`config.mk`:
```
export PLATFORM = sky130hd
export DESIGN_NAME = led_blink_gen
export DESIGN_NICKNAME = d
export VERILOG_FILES = /design/src/rtl/led_blink_gen_pkg.sv /design/src/rtl/led_blink_gen_cycle_timer.sv /design/src/rtl/led_blink_gen.sv
export SDC_FILE = /design/constraint.sdc
export NUM_CORES = 1
export LEC_CHECK = 0
export CAP_MARGIN = 10
export CORE_ASPECT_RATIO = 1.5
export CORE_UTILIZATION = 40
export DETAILED_ROUTE_END_ITERATION = 10
export PLACE_DENSITY_LB_ADDON = 0.3
export SYNTH_ARGS = -nofsm -noshare
export SYNTH_HDL_FRONTEND = slang
export SYNTH_HIERARCHICAL = 1
export SYNTH_SLANG_ARGS = --single-unit
```
`constraint.sdc`:
```
create_clock -name i_Clk -period 7.7 [get_ports i_Clk]
set_input_delay 2.31 -clock i_Clk [delete_from_list [all_inputs] [get_ports i_Clk]]
set_output_delay 2.31 -clock i_Clk [all_outputs]
set_load 0.1 [all_outputs]
```
`src/rtl/led_blink_gen_pkg.sv`:
```
// Shared types and width helpers for the LED blink generator.
// Widths are derived from the blink timing and queue-depth parameters.
package led_blink_gen_pkg;

  typedef enum logic [1:0] {
    ST_IDLE = 2'd0,
    ST_ON   = 2'd1,
    ST_OFF  = 2'd2
  } state_e;

  localparam int unsigned DEF_ON_CYCLES   = 2500000;
  localparam int unsigned DEF_OFF_CYCLES  = 2500000;
  localparam int unsigned DEF_MAX_PENDING = 7;

  function automatic int clog2(input int unsigned v);
    int r;
    r = 0;
    while ((64'd1 << r) < 64'(v)) r++;
    return r;
  endfunction

  function automatic int unsigned max_u(input int unsigned a, input int unsigned b);
    return (a > b) ? a : b;
  endfunction

  // Timer only ever holds values up to max(ON,OFF)-1; keep at least one bit.
  function automatic int timer_width(input int unsigned on_c, input int unsigned off_c);
    int w;
    w = clog2(max_u(on_c, off_c));
    return (w < 1) ? 1 : w;
  endfunction

  function automatic int pending_width(input int unsigned max_p);
    return clog2(max_p + 1);
  endfunction

  localparam int DEF_TIMER_W = timer_width(DEF_ON_CYCLES, DEF_OFF_CYCLES);

endpackage

```
`src/rtl/led_blink_gen_cycle_timer.sv`:
```
// Loadable down-counter shared by the ON and OFF phases.
// Stops at zero; a reload is the only way to leave zero.
module cycle_timer
  import led_blink_gen_pkg::*;
#(
  parameter int W = DEF_TIMER_W
) (
  input  logic         clk_i,
  input  logic         rst_i,
  input  logic         load_i,
  input  logic [W-1:0] load_val_i,
  output logic         zero_o
);

  logic [W-1:0] count_q, count_d;

  always_comb begin
    count_d = count_q;
    if (load_i) begin
      count_d = load_val_i;
    end else if (count_q != '0) begin
      count_d = count_q - W'(1);
    end
  end

  always_ff @(posedge clk_i or posedge rst_i) begin
    if (rst_i) begin
      count_q <= '0;
    end else begin
      count_q <= count_d;
    end
  end

  assign zero_o = (count_q == '0);

endmodule

```
`src/rtl/led_blink_gen.sv`:
```
// Turns single-cycle event strobes into visible LED blinks (ON then OFF gap),
// queueing events that arrive mid-blink in a saturating pending counter.
module led_blink_gen
  import led_blink_gen_pkg::*;
#(
  parameter int unsigned ON_CYCLES   = DEF_ON_CYCLES,
  parameter int unsigned OFF_CYCLES  = DEF_OFF_CYCLES,
  parameter int unsigned MAX_PENDING = DEF_MAX_PENDING,
  localparam int PEND_W = pending_width(MAX_PENDING)
) (
  input  logic              i_Clk,
  input  logic              i_Rst,
  input  logic              i_Event,
  output logic              o_LED,
  output logic              o_Busy,
  output logic [PEND_W-1:0] o_Pending,
  output logic              o_Drop
);

  localparam int TMR_W = timer_width(ON_CYCLES, OFF_CYCLES);
  localparam logic [TMR_W-1:0]  ON_LOAD  = TMR_W'(ON_CYCLES - 1);
  localparam logic [TMR_W-1:0]  OFF_LOAD = TMR_W'(OFF_CYCLES - 1);
  localparam logic [PEND_W-1:0] PEND_MAX = PEND_W'(MAX_PENDING);

  state_e            state_q, state_d;
  logic [PEND_W-1:0] pend_q, pend_d;
  logic              led_q, busy_q, drop_q, drop_d;
  logic              tmr_load, tmr_zero, have_work, start;
  logic [TMR_W-1:0]  tmr_val;

  cycle_timer #(.W(TMR_W)) u_timer (
    .clk_i      (i_Clk),
    .rst_i      (i_Rst),
    .load_i     (tmr_load),
    .load_val_i (tmr_val),
    .zero_o     (tmr_zero)
  );

  always_comb begin
    state_d   = state_q;
    pend_d    = pend_q;
    drop_d    = 1'b0;
    tmr_load  = 1'b0;
    tmr_val   = ON_LOAD;
    start     = 1'b0;
    have_work = i_Event || (pend_q != '0);

    case (state_q)
      ST_IDLE: start = have_work;
      ST_ON: begin
        if (tmr_zero) begin
          state_d  = ST_OFF;
          tmr_load = 1'b1;
          tmr_val  = OFF_LOAD;
        end
      end
      ST_OFF: begin
        if (tmr_zero) begin
          if (have_work) start = 1'b1;
          else           state_d = ST_IDLE;
        end
      end
      default: state_d = ST_IDLE;
    endcase

    // A strobe on the start edge stands in for the queued event it would consume.
    if (start) begin
      state_d  = ST_ON;
      tmr_load = 1'b1;
      tmr_val  = ON_LOAD;
      if (!i_Event) pend_d = pend_q - PEND_W'(1);
    end else if (i_Event) begin
      if (pend_q != PEND_MAX) pend_d = pend_q + PEND_W'(1);
      else                    drop_d = 1'b1;
    end
  end

  always_ff @(posedge i_Clk or posedge i_Rst) begin
    if (i_Rst) begin
      state_q <= ST_IDLE;
      pend_q  <= '0;
      led_q   <= 1'b0;
      busy_q  <= 1'b0;
      drop_q  <= 1'b0;
    end else begin
      state_q <= state_d;
      pend_q  <= pend_d;
      led_q   <= (state_d == ST_ON);
      busy_q  <= (state_d != ST_IDLE);
      drop_q  <= drop_d;
    end
  end

  assign o_LED     = led_q;
  assign o_Busy    = busy_q;
  assign o_Pending = pend_q;
  assign o_Drop    = drop_q;

endmodule
```
==> metrics <==
outcome finished, final reports clean; crit-path most repeated cell o21ai_0; Synth warnings 6; peak supply drop 0.1159 mV; die area between 0.005 and 0.006 mm^2; Clock Path Buffers 2; clock-pin slew on the worst setup and hold paths approximately 0.070 ns; Num CTS Buffers 5; Post-CTS Hold Buffers 0; critical path's largest stage delay approximately 0.6 ns; worst r2r dst u_timer/count_q[3]; sequential area share after synthesis a little under two fifths; drt first pass iters 4; max layer used met4; worst endpoint required time between 7 and 8 ns; Syn Inst Count around 230; Worst-Skew Late Latency roughly 0.28 ns; post-layout min period between 4 and 5 ns; Max-slew headroom a little over a third; Die H roughly 90 um; routability cong. between 0.8 and 0.9; Worst-Margin Slew roughly 0.96 ns; Post-Route WL between 4000 and 5000 um; dpl hpwl between 3000 and 4000 um; CTS resizes 0; Residual DRC 0; Die W 59.55 um; Worst Skew roughly 0.0064 ns; FF-to-FF Start u_timer/count_q[6]; grt ovf 0; PD cells about 280 mW/mm^2; buffer and inverter count on the worst path 3; Tcrit/Tclk final about three fifths; vias in the first global route approximately 1700; Vias approximately 1700; Post-Route M1 WL between 1500 and 2000 um; worst min-delay path class reg2reg; Setup violations, final 0; Area Overhead vs Synth 13.41%; final net count ~250; Starting Density 41.31%; count of cell types in the netlist 63; Hold Vio Cnt, Final 0; Worst Setup SP i_Event; Synth Area per Inst 8.792 um^2; first-pass GRT wire length around 7500 um; antenna violations before repair 0; element type at the critical path end flip-flop; fill count 503; row count 31; initial DRC count 56; predominant post-synthesis flop cell dfrtp_1; Stages on worst setup path 10; maximum clock frequency approximately 210 MHz; clock sinks 30; WHS 0.5314 ns; startpoint types input pin; critical path endpoint u_timer/count_q[5]; H-tree lvl count 2; setup slack, reg-to-reg between 3 and 4 ns; CP delay by family, top buffers and inverters; Routed Antenna Nets 0; Routed wire per std cell 14.21 um; max_cap viols 0; via/cell ratio about 5.5; crit path max-delay cell type nor4_2; Synth async-reset ratio 100.0%; share of layout cells above drive strength 1 a little under a tenth; Setup CP Type in2reg; unrepaired setup endpoints after global routing false; synthesized area 0.001987 mm^2; met3 wire len between 100 and 150 um; Port Buffers 8; Placed Area 0.002158 mm^2; Data arrival, critical path around 4.9 ns; worst reg2reg path depth 10; Ports 9; core area about 0.0048 mm^2; Met2 Wirelength between 2000 and 2500 um; Post-Layout Inst Area roughly 0.0023 mm^2; Crit Path Max Fanout 34; Overall Global Routing Usage between 10% and 20%; CTS tree done; Post-synth EDFFs 0; CP Cell Sequence clkdlybuf4s50_1, nor4_2, nor2_1, o21ai_0, o31ai_4, buf_4, clkinv_1, nand2_1, o21ai_0, a31o_2; root buffer selected by CTS clkbuf_8; Slew Viols, Final 0; #FFs+latches synth 30; leakage dissipation between 0.8 and 0.9 nW; pin count of the biggest net entering global routing 35; final setup TNS 0 ns; post-CTS setup buffers 0; antenna cell count 0
==> how the worst min path moves through the flow <==
stage | startpoint | end | slack (ns) | depth (start not counted)
final | u_timer/count_q[8] | u_timer/count_q[8] | 0.53 | 1
after global routing | u_timer/count_q[8] | u_timer/count_q[8] | 0.54 | 1
after floorplan | u_timer/count_q[8] | u_timer/count_q[8] | 0.49 | 1
after CTS | u_timer/count_q[8] | u_timer/count_q[8] | 0.53 | 1
after detailed placement | u_timer/count_q[8] | u_timer/count_q[8] | 0.52 | 1
after global placement | u_timer/count_q[8] | u_timer/count_q[8] | 0.52 | 1
==> layout make-up <==
type | count | area, um^2 | area share [%]
multi-input combinational | 193 | 1204 | 53.41
tap | 66 | 82.58 | 3.665
sequential | 30 | 750.7 | 33.31
clock buffer | 6 | 82.58 | 3.665
timing repair buffer | 9 | 87.58 | 3.887
inverter | 9 | 33.78 | 1.499
clock inverter | 2 | 12.51 | 0.5552
==> metal layers <==
metal  vias up  global-route usage [%]
met5         -                       0
met4         0                   10.36
met2        41                   35.04
met1       803                   20.71
li1        874                       -
met3         6                   3.363
==> through the flow <==
step	power (mW)	util [%]	instances	setup slack, ns
final	0.6283	46.85	315	2.991
after CTS	0.6351	46.85	315	2.995
after global placement	0.4941	44.88	307	2.784
after detailed placement	0.4969	44.88	307	2.667
after global routing	0.6691	46.85	315	2.747
after floorplan	0.4493	-	246	3.696
==> where the power goes <==
part / switching [mW] / internal (mW)
logic: 0.146 / 0.0873
registers: 0.0650 / 0.195
clock network: 0.0626 / 0.0718
==> flip-flops by register name, summed over array words and instances (netlist names) <==
signal           flops
u_timer/count_q     22
state_q              2
o_Drop               1
o_Busy               1
o_Pending            3
o_LED                1
==> cell usage in the layout (no fill, tap or decap), drive strengths merged, types with 2 or more instances in the layout <==
master	instances
a2bb2oi	2
clkdlybuf4s50	8
ha	2
and2	3
clkinv	2
xnor2	2
clkbuf	6
xor2	3
nor4	10
conb	22
o41ai	3
or2	2
dfrtp	30
nand4	4
a21oi	4
nand4b	2
nand2b	3
a221oi	2
or4b	2
inv	8
mux2i	3
o211ai	3
nand3	5
a211oi	2
nor2	26
o31ai	9
nor3	10
or3	3
or4	6
o21ai	13
a31oi	8
nand2	20
==> cell families (layout without fill, tap and decap cells) <==
kind of cell | Yosys count | count (layout) | share of synthesized area, %
compound gates | 61 | 61 | 22.36
mux | 3 | 3 | 1.511
simple gates | 100 | 100 | 28.40
fa+ha+maj | 2 | 2 | 1.259
other cells | 2 | 22 | 0.3780
buf+inv | 23 | 26 | 6.108
flops | 30 | 30 | 37.78
xor+xnor | 5 | 5 | 2.204
==> Yosys cell counts (3+ instances only) <==
cell type   n  area share, %
o211ai_1    3            1.1
o31ai_1     9            3.4
nand2b_1    3           0.94
and2_1      3           0.94
nand3_1     5            1.3
xor2_1      3            1.3
nor3_1     10            2.5
o41ai_1     3            1.3
mux2i_1     3            1.5
or4_1       5            1.9
a31oi_1     8            2.5
a21oi_1     4            1.0
dfrtp_1    30             38
clkbuf_1    7            1.3
inv_1       8            1.5
o21ai_0    12            3.0
nor2_1     26            4.9
nor4_1      7            2.2
nand2_1    20            3.8
Note: power is estimated with default switching activity, not from simulation.
